## src/rtl/mult_div_unit.sv

```systemverilog
// ============================================================================
// Module      : mult_div_unit
// Description : Sequential signed multiply (radix-2 Booth) / divide
//               (restoring) unit, one result bit per cycle.
// Revision    : 1.0 - initial release
// ============================================================================
`default_nettype none

module mult_div_unit #(
    parameter int WIDTH = 32
) (
    input  logic             clk,
    input  logic             reset,
    input  logic             start,
    input  logic             op,
    input  logic [WIDTH-1:0] a,
    input  logic [WIDTH-1:0] b,
    output logic [WIDTH-1:0] hi,
    output logic [WIDTH-1:0] lo,
    output logic             busy,
    output logic             done,
    output logic             div0
);

    localparam int CW = $clog2(WIDTH);
    localparam logic [CW-1:0] c_LAST = CW'(WIDTH - 1);

    typedef enum logic [1:0] {
        S_IDLE   = 2'd0,
        S_RUN    = 2'd1,
        S_FINISH = 2'd2
    } state_t;

    state_t r_state;
    state_t w_state_next;

    logic [CW-1:0]    r_count;
    logic             r_op;
    logic             r_neg_q;
    logic             r_neg_r;
    logic             r_qm1;
    logic [WIDTH-1:0] r_m;
    logic [WIDTH-1:0] r_acc_hi;
    logic [WIDTH-1:0] r_acc_lo;

    logic             w_div_zero;
    logic [WIDTH-1:0] w_a_mag;
    logic [WIDTH-1:0] w_b_mag;
    logic [WIDTH:0]   w_booth;
    logic [WIDTH:0]   w_shift;
    logic [WIDTH-1:0] w_diff;
    logic             w_fits;
    logic [WIDTH-1:0] w_quot;
    logic [WIDTH-1:0] w_rem;

    assign w_div_zero = op && (b == '0);
    assign w_a_mag    = a[WIDTH-1] ? -a : a;
    assign w_b_mag    = b[WIDTH-1] ? -b : b;

    // Booth step on a sign-extended upper half so that subtracting the most
    // negative multiplicand cannot overflow before the arithmetic shift.
    always_comb begin
        w_booth = {r_acc_hi[WIDTH-1], r_acc_hi};
        case ({r_acc_lo[0], r_qm1})
            2'b01:   w_booth = {r_acc_hi[WIDTH-1], r_acc_hi} + {r_m[WIDTH-1], r_m};
            2'b10:   w_booth = {r_acc_hi[WIDTH-1], r_acc_hi} - {r_m[WIDTH-1], r_m};
            default: w_booth = {r_acc_hi[WIDTH-1], r_acc_hi};
        endcase
    end

    // Restoring step: the partial remainder stays below the divisor, so the
    // low WIDTH bits of the difference are exact whenever the trial fits.
    assign w_shift = {r_acc_hi, r_acc_lo[WIDTH-1]};
    assign w_fits  = (w_shift >= {1'b0, r_m});
    assign w_diff  = w_shift[WIDTH-1:0] - r_m;

    assign w_quot = r_neg_q ? -r_acc_lo : r_acc_lo;
    assign w_rem  = r_neg_r ? -r_acc_hi : r_acc_hi;

    always_ff @(posedge clk or posedge reset) begin
        if (reset) begin
            r_state <= S_IDLE;
        end else begin
            r_state <= w_state_next;
        end
    end

    always_comb begin
        w_state_next = r_state;
        case (r_state)
            S_IDLE:   if (start && !w_div_zero) w_state_next = S_RUN;
            S_RUN:    if (r_count == c_LAST) w_state_next = S_FINISH;
            S_FINISH: w_state_next = S_IDLE;
            default:  w_state_next = S_IDLE;
        endcase
    end

    always_ff @(posedge clk or posedge reset) begin
        if (reset) begin
            r_count  <= '0;
            r_op     <= 1'b0;
            r_neg_q  <= 1'b0;
            r_neg_r  <= 1'b0;
            r_qm1    <= 1'b0;
            r_m      <= '0;
            r_acc_hi <= '0;
            r_acc_lo <= '0;
            hi       <= '0;
            lo       <= '0;
            busy     <= 1'b0;
            done     <= 1'b0;
            div0     <= 1'b0;
        end else begin
            done <= 1'b0;
            div0 <= 1'b0;
            case (r_state)
                S_IDLE: begin
                    if (start && w_div_zero) begin
                        div0 <= 1'b1;
                    end else if (start) begin
                        busy     <= 1'b1;
                        r_count  <= '0;
                        r_op     <= op;
                        r_qm1    <= 1'b0;
                        r_acc_hi <= '0;
                        r_acc_lo <= op ? w_a_mag : a;
                        r_m      <= op ? w_b_mag : b;
                        r_neg_q  <= a[WIDTH-1] ^ b[WIDTH-1];
                        r_neg_r  <= a[WIDTH-1];
                    end
                end
                S_RUN: begin
                    r_count <= r_count + 1'b1;
                    if (r_op) begin
                        r_acc_hi <= w_fits ? w_diff : w_shift[WIDTH-1:0];
                        r_acc_lo <= {r_acc_lo[WIDTH-2:0], w_fits};
                    end else begin
                        r_acc_hi <= w_booth[WIDTH:1];
                        r_acc_lo <= {w_booth[0], r_acc_lo[WIDTH-1:1]};
                        r_qm1    <= r_acc_lo[0];
                    end
                end
                S_FINISH: begin
                    hi   <= r_op ? w_rem  : r_acc_hi;
                    lo   <= r_op ? w_quot : r_acc_lo;
                    done <= 1'b1;
                    busy <= 1'b0;
                end
                default: begin
                    busy <= 1'b0;
                end
            endcase
        end
    end

endmodule

`default_nettype wire

```

## config.mk

```make
export PLATFORM = sky130hd
export DESIGN_NAME = mult_div_unit
export DESIGN_NICKNAME = d
export VERILOG_FILES = /design/src/rtl/mult_div_unit.sv
export SDC_FILE = /design/constraint.sdc
export NUM_CORES = 1
export LEC_CHECK = 0
export ABC_AREA = 1
export BUFFER_PORTS_ARGS = -buffer_cell sky130_fd_sc_hd__buf_4
export CELL_PAD_IN_SITES_DETAIL_PLACEMENT = 2
export CELL_PAD_IN_SITES_GLOBAL_PLACEMENT = 2
export CORE_MARGIN = 3
export CORE_UTILIZATION = 30
export DETAILED_ROUTE_END_ITERATION = 7
export PLACE_DENSITY = 0.76
export SLEW_MARGIN = 25
export SYNTH_ARGS = -nofsm -noshare
export SYNTH_HDL_FRONTEND = slang
export SYNTH_SLANG_ARGS = --single-unit
```

## constraint.sdc

```tcl
create_clock -name clk -period 4.89 [get_ports clk]
set_input_delay 0.2445 -clock clk [delete_from_list [all_inputs] [get_ports clk]]
set_output_delay 0.2445 -clock clk [all_outputs]
set_load 0.01 [all_outputs]
```

# == Yosys cells after proc, flatten, opt, wreduce, memory -nomap -nowiden ==
# Index checks and enable logic that the tools add are counted.
# totals
elab_cells,85
out_inout_bits,67
in_bits,68
regBits,174
# op_classes
bitwise_logic,3
n_mux,34
n_reduce_logical,13
n_eq_ne,11
magnitude_cmp,1
add_sub_neg,8
# ops
operator,count
two-way mux 32 bit,15
negation 32 bit,4
case mux 32 bit (2 select lines),2
case mux 33 bit (2 select lines),1
adder 32 x 32 -> 33 bit,1
greater-or-equal comparator 33 x 32 -> 1 bit,1
subtractor 32 x 32 -> 33 bit,1
logical NOT 32 bit,1
subtractor 32 bit,1
two-way mux 5 bit,2
"!= test 2 bit, second input constant",5
case mux 5 bit (2 select lines),1
AND reduction 3 bit,3
two-way mux 1 bit,8
AND reduction 4 bit,2
"adder 5 x 1 -> 5 bit, second input constant",1
"== test 5 bit, second input constant",1
"== test 2 x 1 -> 1 bit, second input constant",2
"== test 2 bit, second input constant",2
two-way mux 2 bit,2
"!= test 4 x 2 -> 1 bit, second input constant",1
case mux 1 bit (2 select lines),2
case mux 2 bit (2 select lines),1
logical AND 1 bit,3
other kinds (6),7

# == Depth between registers and ports, before layout ==
# Gate-level depths: netlist of the first run.
# depth
depth_word,6
mapped_depth,28
ltp_nobuf,28

# == Worst setup path before layout of the first run ==
# Ideal clock, no wire load.
# synth_path
path_type,flip-flop to flip-flop
start,register r_acc_lo[0]
end,register r_acc_hi[13]
arrival_time_ps,2919
setup_ps,117
period_less_slack_ps,3036
setup_slack_ps,1854
path_buffers,3
path_stages_with_launch,21
required_time_ps,4773
path_cell_list,dfrtp_1 ha_1 clkbuf_1 inv_1 clkbuf_1 clkbuf_1 nand2_1 xor2_1 inv_1 ha_1 nand2_1 nand3_1 nand2_1 nand2_1 nand2_1 nand2_1 or2_2 nand3_1 a21oi_1 nand3_1 nand2_1
# synth_between
elab_chain_cells,4
elab_cells_between_ends,5
classes_between,eq/ne (2); mux (3)
# synth_lines
item,line,text
from (decl),44,logic [WIDTH-1:0] r_acc_lo;
from (signal assigned),126,r_acc_lo <= op ? w_a_mag : a;
from (signal assigned),136,"r_acc_lo <= {r_acc_lo[WIDTH-2:0], w_fits};"
from (signal assigned),139,"r_acc_lo <= {w_booth[0], r_acc_lo[WIDTH-1:1]};"
== test 2 bit / == test 2 x 1 -> 1 bit (equally long branches),64,"case ({r_acc_lo[0], r_qm1})"
case mux 33 bit (2 select lines) *,64,
two-way mux 32 bit *,134,if (r_op) begin
case mux 32 bit (2 select lines) *,116,case (r_state)
to (signal assigned),135,r_acc_hi <= w_fits ? w_diff : w_shift[WIDTH-1:0];
to (signal assigned),138,r_acc_hi <= w_booth[WIDTH:1];
to (decl),43,logic [WIDTH-1:0] r_acc_hi;
# Every way passes the cells marked *; elsewhere a longest branch is shown, timed or not.
# A chain may end at the register's enable or synchronous reset.

# == Final worst setup path of the first run ==
# layout_path
start,register r_m[1]
end,register r_acc_hi[27]
# layout_between
elab_chain_cells,4
elab_cells_between_ends,8
classes_between,add/sub (3); order compare (1); mux (4)
# layout_lines
item,line,text
from (decl),42,logic [WIDTH-1:0] r_m;
from (signal assigned),127,r_m <= op ? w_b_mag : b;
subtractor 32 x 32 -> 33 bit (tied with other cells),66,"2'b10: w_booth = {r_acc_hi[WIDTH-1], r_acc_hi} - {r_m[WIDTH-1], r_m};"
case mux 33 bit (2 select lines) / two-way mux 32 bit (equally long branches),"64, 135",
two-way mux 32 bit *,134,
case mux 32 bit (2 select lines) *,116,
# Marked as above.

==> reports/summary.txt, run 1 <==
Status - complete, no violations
DR WL/cell - 22.7 um
Slew @ Worst Pin - 0.900 ns
GR Overflow Total - 0
Antenna viol nets, final - 0
Worst Setup SP - r_m[1]
Clock sink count - 174
WP data required - 5.32 ns
Initial antenna violation count - 1
Sequential-to-total area share from yosys stat - 26.4%
Flop2flop setup slack - 0.72 ns
GRT Total Usage - 27.6%
Vias - 18,700
Tightest Hold Check Type - input port to flip-flop
FF-to-FF path depth - 23
Largest net degree at the start of global routing - 139
CP endpoint kind - flip-flop
Ys flop type - dfrtp_1
Cell variety after synth - 52
Worst-Skew Late Latency - 0.50 ns
# nets final - 2,932
Critical Setup Path Class - flip-flop to flip-flop
Clock Skews - 0.0146 ns
Worst-path clk slew - 0.07 ns
RR Endpoint - r_acc_hi[27]
Setup TNS - 0 ns
Die Y - 241 um
Min Tclk post-route - 4.17 ns
Syn_area_per_cell - 6.16 um2
Synth warnings - 0
Dpl hpwl - 64,000 um
Max Fanout on Critical Path - 6
Count of input and output buffers - 134
Drt drc - 0
Worst Setup Start Kind - flip-flop
Post-synth EDFFs - 0
RSZ-0062 raised after global routing - no
Core area - 0.0541 mm2
Root Buffer - clkbuf_16
Mapped Area - 0.0165 mm2
Final hold vios - 0
Clk buf depth - 2
H-tree depth - 4
Arrival time worst endpoint - 4.61 ns
Vias per cell - 5.35
Fillcell total - 6,803
Worst Setup EP - r_acc_hi[27]
DIE AREA - 0.0579 mm2
Final WL - 79,400 um
# setup viols final - 0
N_diodes - 0
First-pass GRT wire length - 121,000 um
Number of gates resized after cts - 0
Fmax - 0.240 GHz
Vias in the first global route - 19,900
Cells after Synth - 2,680
Flops & latches, synth - 174
Commonest cells after routing, fill and taps aside - nand2_1, inv_1, nor2_1
Ys async rst share - 100%
DRT iter0 DRCs - 1,063
DR pass1 iterations - 5
R2R Path Start - r_m[1]
Io pins - 135
Relative slew slack - 39.6%
Area growth syn-to-layout - 14.2%
CTS tree - done
CTS Buf Count - 17
Syn Nets - 2,823
RD Place Congestion - 0.937
Die Wd - 241 um
Share of layout cells above drive strength 1 - 9.17%
Commonest non-fill, non-tap cell in the layout - nand2_1
Initial core utilization - 30.5%
Pins Over Slew Limit - 0
Std-Cell Rows - 85
Fin crit share - 85.4%
Max_cap viols - 0
cells in the mapped netlist, types with 12 or more instances:
master / n / area, um2
xor2_1: 93 / 815
o21ai_1: 29 / 145
buf_2: 16 / 80.1
inv_1: 347 / 1300
dfrtp_1: 174 / 4350
o31ai_1: 12 / 90.1
xnor2_1: 17 / 149
ha_1: 73 / 913
nand3_1: 204 / 1020
o21ai_0: 144 / 721
nand3b_1: 16 / 120
clkbuf_1: 46 / 173
o21bai_1: 12 / 90.1
or2_2: 13 / 81.3
nor4_1: 13 / 81.3
a22oi_1: 13 / 97.6
a31oi_1: 27 / 169
a21oi_1: 152 / 761
nor2_1: 292 / 1100
nand4_1: 47 / 294
nand2_1: 819 / 3070
nor3_1: 22 / 110
per-layer routing:
| layer | routed length, um | global-route usage (%) | vias up |
|---|---|---|---|
| met5 | 13 | 0 | - |
| met4 | 2610 | 9.16 | 2 |
| met3 | 2470 | 2.78 | 82 |
| met2 | 36800 | 45.5 | 346 |
| met1 | 37500 | 37.8 | 9430 |
| li1 | - | - | 8868 |
timing repair:
action	4_1_cts	5_1_grt
endpoints found under the hold margin	37	0
setup buffers	0	0
hold buffers	2	0
state kept, by name (all words and copies together) (netlist names):
signal    count
busy          1
div0          1
done          1
hi           32
lo           32
r_acc_hi     32
r_acc_lo     32
r_count       5
r_m          32
r_neg_q       1
r_neg_r       1
r_op          1
r_qm1         1
r_state       2
logic make-up after synthesis:
kind of cell | count (synthesis) | share of synthesized area (%)
simple gates | 1458 | 37.3
buf+inv | 436 | 10.3
compound gates | 427 | 14.4
flops | 174 | 26.4
xor+xnor | 110 | 5.83
fa+ha+maj | 75 | 5.77
worst min path at each step:
stage               startpoint      end  slack, ns  cells past startpoint
CTS                      start     div0     0.0006                      3
finish                   start     div0       0.03                      3
global route             start     div0       0.03                      3
global placement        lo[22]   lo[22]       0.47                      2
detailed placement      lo[11]   lo[11]       0.47                      2
floorplan                a[31]  r_neg_r       0.35                      2
worst max-delay path, cell delays in order (launching register included):
cell	delay, ns
dfrtp_1	0.38
inv_1	0.18
ha_1	0.21
nand2_1	0.10
nor2_2	0.25
nand2_1	0.08
nand2_1	0.10
o21ai_1	0.12
nor2_1	0.22
xor2_1	0.51
ha_1	0.41
nand2_1	0.16
inv_1	0.06
nand2_1	0.06
nand2_1	0.12
a21oi_1	0.37
nor2_1	0.09
nor2_1	0.20
nand2_1	0.09
nand2_1	0.06
nand3_1	0.08
nand2_1	0.09
nand3_1	0.08
nand2_1	0.08
cell type report:
| class | count | area, um2 | share of cell area, % |
|---|---|---|---|
| flip-flops and latches | 174 | 4360 | 23.1 |
| repair buffers | 168 | 1280 | 6.78 |
| well taps | 696 | 871 | 4.61 |
| clock inverters | 13 | 105 | 0.557 |
| multi-input cells | 2070 | 10500 | 55.5 |
| inverters | 358 | 1350 | 7.15 |
| clock buffers | 19 | 433 | 2.29 |
stage by stage:
stage	cell area, um2	utilization (%)	worst slack, ns	hold WS, ns	std cells
2_1_floorplan	16500	-	1.85	0.354	2680
3_3_place_gp	18300	33.8	0.875	0.468	3464
3_5_place_dp	18300	33.8	0.742	0.474	3464
4_1_cts	18900	34.9	0.708	0.000591	3498
5_1_grt	18900	34.9	0.351	0.0348	3498
6_report	18900	34.9	0.716	0.0299	3498
Power of run 1 is left out: the tool's default activity adds up to more than one toggle a clock period on the data nets, which glitch-free logic cannot reach.
==> run 2: changes to the inputs <==
CORE_UTILIZATION = 36   (was 30)
PLACE_DENSITY = 0.86   (was 0.76)
clock period = 5.2 ns   (was 4.89 ns; I/O delays follow)
==> run 2 against run 1 <==
Effect of this change: count of clock-buffer cells in the layout fell by 2; clock skew rose by 0.0093 ns; critical endpoint is now r_acc_hi[28]; core utilization rose by 7.0 points; first-iteration DRC count rose by 19%; register-to-register slack improved by 0.25 ns; global-route usage rose by 6.9 points; hold slack improved by 0.017 ns; wire length rose by 4.3%; non-clock buffer count fell by 9; sequential share of layout area rose by 0.14 points; die area fell by 16%.
==> reports/summary.txt, run 2 (synthesized netlist as in run 1, its figures left out) <==
Status - complete, no violations
Max_cap viols - 0
Slew @ Worst Pin - 0.945 ns
RSZ-0062 raised after global routing - no
Clock Skews - 0.0239 ns
Io pins - 135
GR Overflow Total - 0
RD Place Congestion - 0.953
DRT iter0 DRCs - 1,265
Vias in the first global route - 21,000
Count of input and output buffers - 134
DR pass1 iterations - 5
CTS Buf Count - 17
WHS Path Cells - 4
Flop2flop setup slack - 0.97 ns
DR WL/cell - 24.5 um
Die Wd - 220 um
Worst-Skew Late Latency - 0.52 ns
RR Endpoint - r_acc_hi[28]
Min-Delay Startpoint - b[26]
Clock sink count - 174
Arrival time worst endpoint - 4.64 ns
Critical-path cell list - inv_1 > ha_1 > nand2_1 > nor2_2 > nand2_1 > nand2_1 > o21ai_1 > nor2_1 > nand2_1 > nor2_1 > xor2_1 > ha_1 > a21oi_1 > nor2_1 > nor2_1 > nand2_1 > a21oi_1 > nand3b_1 > nand3_1 > nand2_1 > nand3_1 > nand2_1
Min Tclk post-route - 4.23 ns
Drt drc - 0
Root Buffer - clkbuf_16
Commonest cells after routing, fill and taps aside - nand2_1, inv_1, nor2_1
Dpl hpwl - 63,400 um
Vias - 19,200
Tightest Hold Check Type - input port to flip-flop
Clk buf depth - 2
Most used cell, CP - nand2_1
Pins Over Slew Limit - 0
Std-Cell Rows - 77
Final WL - 82,800 um
# setup viols final - 0
Worst-path clk slew - 0.08 ns
Fin crit share - 81.4%
DIE AREA - 0.0485 mm2
Max Fanout on Critical Path - 6
Commonest non-fill, non-tap cell in the layout - nand2_1
Area growth syn-to-layout - 13.6%
Final hold vios - 0
CTS tree - done
Die Y - 220 um
Slowest CP cell - a21oi_1
Largest net degree at the start of global routing - 123
GRT Total Usage - 34.4%
N_diodes - 0
Initial core utilization - 36.9%
Postcts setup bufs - 0
First-pass GRT wire length - 127,000 um
Fmax - 0.236 GHz
H-tree depth - 4
Critical Setup Path Class - flip-flop to flip-flop
# nets final - 2,923
R2R Path Start - r_m[1]
CP endpoint kind - flip-flop
Vias per cell - 5.67
CP max stage delay - 0.43 ns
Relative slew slack - 36.9%
WP data required - 5.60 ns
Hold EP - r_m[26]
Worst Setup Start Kind - flip-flop
Initial antenna violation count - 0
Share of layout cells above drive strength 1 - 8.95%
Core area - 0.0448 mm2
FF-to-FF path depth - 22
Setup TNS - 0 ns
Antenna viol nets, final - 0
## run 2: changes by cell type in the layout (fill, tap and decap cells not counted), moves of 2 or more
cell / delta
buf_4: -9
clkbuf_1: -2
clkinv_2: -2
clkinv_8: +4
clkinvlp_4: -2
## run 2: worst max-delay path by stage
stage	start	endpoint	cells after the start
floorplan	reset	busy	1
global placement	r_m[1]	r_acc_hi[28]	22
detailed placement	r_m[1]	r_acc_hi[28]	22
CTS	r_m[1]	r_acc_hi[28]	22
global route	r_m[1]	r_acc_hi[28]	22
finish	r_m[1]	r_acc_hi[28]	22
## run 2: area by class of cell
type                    instances  area, um2
fillers                      5578      26000
multi-input cells            2070      10500
flip-flops and latches        174       4360
inverters                     358       1350
repair buffers                159       1210
well taps                     592        741
clock buffers                  17        425
clock inverters                15        193
## run 2: layer usage
layer  part of all wire [%]  vias to the layer above  GRT usage [%]
met3                    5.3                      157           6.44
met5                      0                        -              0
met2                     46                      510           56.5
met4                    4.5                        0           14.3
met1                     44                     9703           44.6
li1                       -                     8837              -
## run 2: timing repair
| action | CTS | global route |
|---|---|---|
| gates resized for setup | 0 | 0 |
| hold buffers | 2 | 0 |
| hold endpoints to repair | 53 | 0 |
## run 2: metrics by stage
stage	utilization, %	hold WS [ns]	cells	worst slack [ns]	cell area [um2]
final	41.9	0.0470	3385	0.967	18800
after global routing	41.9	0.0462	3385	0.696	18800
after CTS	41.9	0.0183	3385	1.04	18800
after detailed placement	40.5	0.357	3351	1.11	18100
after global placement	40.4	0.354	3351	1.28	18100
after floorplan	-	0.370	2680	0.223	16500
## run 2: critical path: cells and delay by family (launching register included)
| kind | cells | cell delay, ns |
|---|---|---|
| AO/OA/AOI/OAI | 3 | 0.74 |
| XOR/XNOR | 1 | 0.30 |
| adder cells (fa/ha/maj) | 2 | 0.64 |
| buffers and inverters | 1 | 0.20 |
| flip-flops | 1 | 0.41 |
| AND/OR/NAND/NOR | 15 | 1.81 |
Power of run 2 is left out for the same reason.
==> run 3: changes to the inputs <==
ABC_AREA = 0   (was 1)
CORE_UTILIZATION = 37   (was 36)
PLACE_DENSITY = 0.81   (was 0.86)
clock period = 4.4 ns   (was 5.2 ns; I/O delays follow)
==> run 3 against run 2 <==
Effect of this change: the run now ends with hold timing left; count of clock-buffer cells in the layout unchanged; via count decreased by 21%; global-route usage decreased by 5.0 points; critical endpoint is now r_acc_hi[24].
==> reports/summary.txt, run 3 <==
R2R Path Start - r_m[0]
Cts hold-fix bufs - 0
Synth warnings - 0
DIE AREA - 0.0426 mm2
Largest net degree at the start of global routing - 120
Cells after Synth - 1,872
Ys flop type - dfrtp_1
Io pins - 135
GRT Total Usage - 29.4%
Max Fanout on Critical Path - 6
Count of input and output buffers - 134
Max_cap viols - 0
Fmax - 0.233 GHz
Die Wd - 206 um
Synth area leader - dfrtp_1
Clock sink count - 174
DR WL/cell - 25.0 um
Worst-Skew Late Latency - 0.46 ns
RR Endpoint - r_acc_hi[24]
Most common cell in the netlist - nand2_1
Commonest cells after routing, fill and taps aside - nand2_1, buf_4, o21ai_0
Flops & latches, synth - 174
Fin crit share - 97.4%
FF-to-FF path depth - 19
GR Overflow Total - 0
Mapped Area - 0.0149 mm2
Std-Cell Rows - 72
Vias in the first global route - 16,100
Post-route cell area - 0.0175 mm2
# nets final - 2,142
Yosys top cell area share - 29.3%
First-pass GRT wire length - 96,200 um
DRT iter0 DRCs - 1,006
Final WL - 63,200 um
Initial core utilization - 37.9%
Worst Setup Start Kind - flip-flop
Vias - 15,100
Syn Nets - 2,015
Area growth syn-to-layout - 17.6%
Clk buf depth - 2
CTS Buf Count - 17
Commonest non-fill, non-tap cell in the layout - nand2_1
Core area - 0.0392 mm2
Dpl hpwl - 49,600 um
Clock Skews - 0.0105 ns
Worst hold slack - -0.0292 ns
Placed Area - 0.0167 mm2
Fillcell total - 4,526
Relative slew slack - 37.3%
Drt drc - 0
Pins Over Slew Limit - 0
Flop2flop setup slack - 0.11 ns
Cell variety after synth - 87
Share of layout cells above drive strength 1 - 16.2%
DR pass1 iterations - 7
Vias per cell - 5.98
Synth top cells by count - nand2_1, o21ai_0, dfrtp_1
CTS tree - done
H-tree depth - 4
Failing checks - hold timing
Critical Setup Path Class - flip-flop to flip-flop
Slew @ Worst Pin - 0.936 ns
RD Place Congestion - 0.906
Worst-path clk slew - 0.08 ns
Tightest Hold Check Type - input port to async pin
CP endpoint kind - flip-flop
Die Y - 206 um
# setup viols final - 0
Ys async rst share - 100%
Min Tclk post-route - 4.29 ns
Root Buffer - clkbuf_16
WP data required - 4.75 ns
Arrival time worst endpoint - 4.64 ns
N_diodes - 0
Synth area leaders - dfrtp_1, o21ai_0, xnor2_1
Final hold vios - 12
Post-synth EDFFs - 0
Syn_area_per_cell - 7.93 um2
Initial antenna violation count - 0
Sequential-to-total area share from yosys stat - 29.3%
Antenna viol nets, final - 0
Status - finished, violations left
-- run 3: layout make-up --
type | count | area, um2 | share of cell area [%]
clock buffers | 17 | 425 | 2.43
multi-input cells | 1517 | 9940 | 56.9
flip-flops and latches | 174 | 4360 | 24.9
inverters | 70 | 267 | 1.53
repair buffers | 219 | 1710 | 9.77
well taps | 518 | 648 | 3.71
clock inverters | 14 | 130 | 0.745
-- run 3: per-layer routing --
layer	vias up	wire length [um]	track usage [%]
li1	6999	-	-
met1	7698	28600	38.8
met2	346	30500	50.2
met3	84	2480	3.64
met4	0	1700	9.43
met5	-	0	0
-- run 3: critical path, stage by stage (launching register included) --
cell and delay (ns):
dfrtp_2 0.44, inv_1 0.10, ha_2 0.20, or4b_4 0.53, nor4_4 0.29, buf_4 0.19
nand2_1 0.07, nor3_2 0.15, buf_4 0.17, nor2_1 0.05, xnor2_1 0.14, ha_1 0.40
inv_1 0.15, o21bai_1 0.23, a21oi_1 0.12, a21oi_1 0.17, nor2_1 0.10, a221oi_1 0.42
buf_4 0.20, o21ai_1 0.06
-- run 3: repair_timing --
action                     4_1_cts  5_1_grt
pin swaps                        5       13
gates cloned                     0        0
resized for setup                4       35
setup endpoints to repair        3       11
buffers inserted                 4        3
-- run 3: worst max-delay path by stage --
stage | from | end | slack (ns) | depth (start not counted)
after floorplan | r_m[5] | r_acc_hi[28] | 0.39 | 14
after global placement | r_m[5] | r_acc_hi[31] | 0.21 | 16
after detailed placement | r_m[0] | r_acc_hi[30] | -0.06 | 19
after CTS | r_m[0] | r_acc_hi[30] | 0.007 | 19
after global routing | r_m[0] | r_acc_hi[30] | -0.07 | 20
final | r_m[0] | r_acc_hi[24] | 0.11 | 19
-- run 3: cell families after synthesis --
kind of cell | Yosys count | share of synthesized area, %
adders and majority gates | 75 | 6.42
DFF | 174 | 29.3
buffers and inverters | 181 | 4.96
and+or+nand+nor | 605 | 19.7
muxes | 47 | 3.23
xor gates and xnor gates | 198 | 11.7
AOI/OAI and AO/OA | 592 | 24.7
-- run 3: per-stage QoR --
stage | util (%) | TNS [ns] | setup slack [ns] | std cells | hold slack, ns
2_1_floorplan | - | 0 | 0.386 | 1872 | 0.325
3_3_place_gp | 42.6 | 0 | 0.206 | 2491 | 0.464
3_5_place_dp | 42.6 | -0.0929 | -0.0605 | 2491 | 0.472
4_1_cts | 44.1 | 0 | 0.00689 | 2526 | 0.00648
5_1_grt | 44.6 | -0.138 | -0.0749 | 2529 | 0.0208
6_report | 44.6 | 0 | 0.112 | 2529 | -0.0292
Power of run 3 is left out for the same reason.
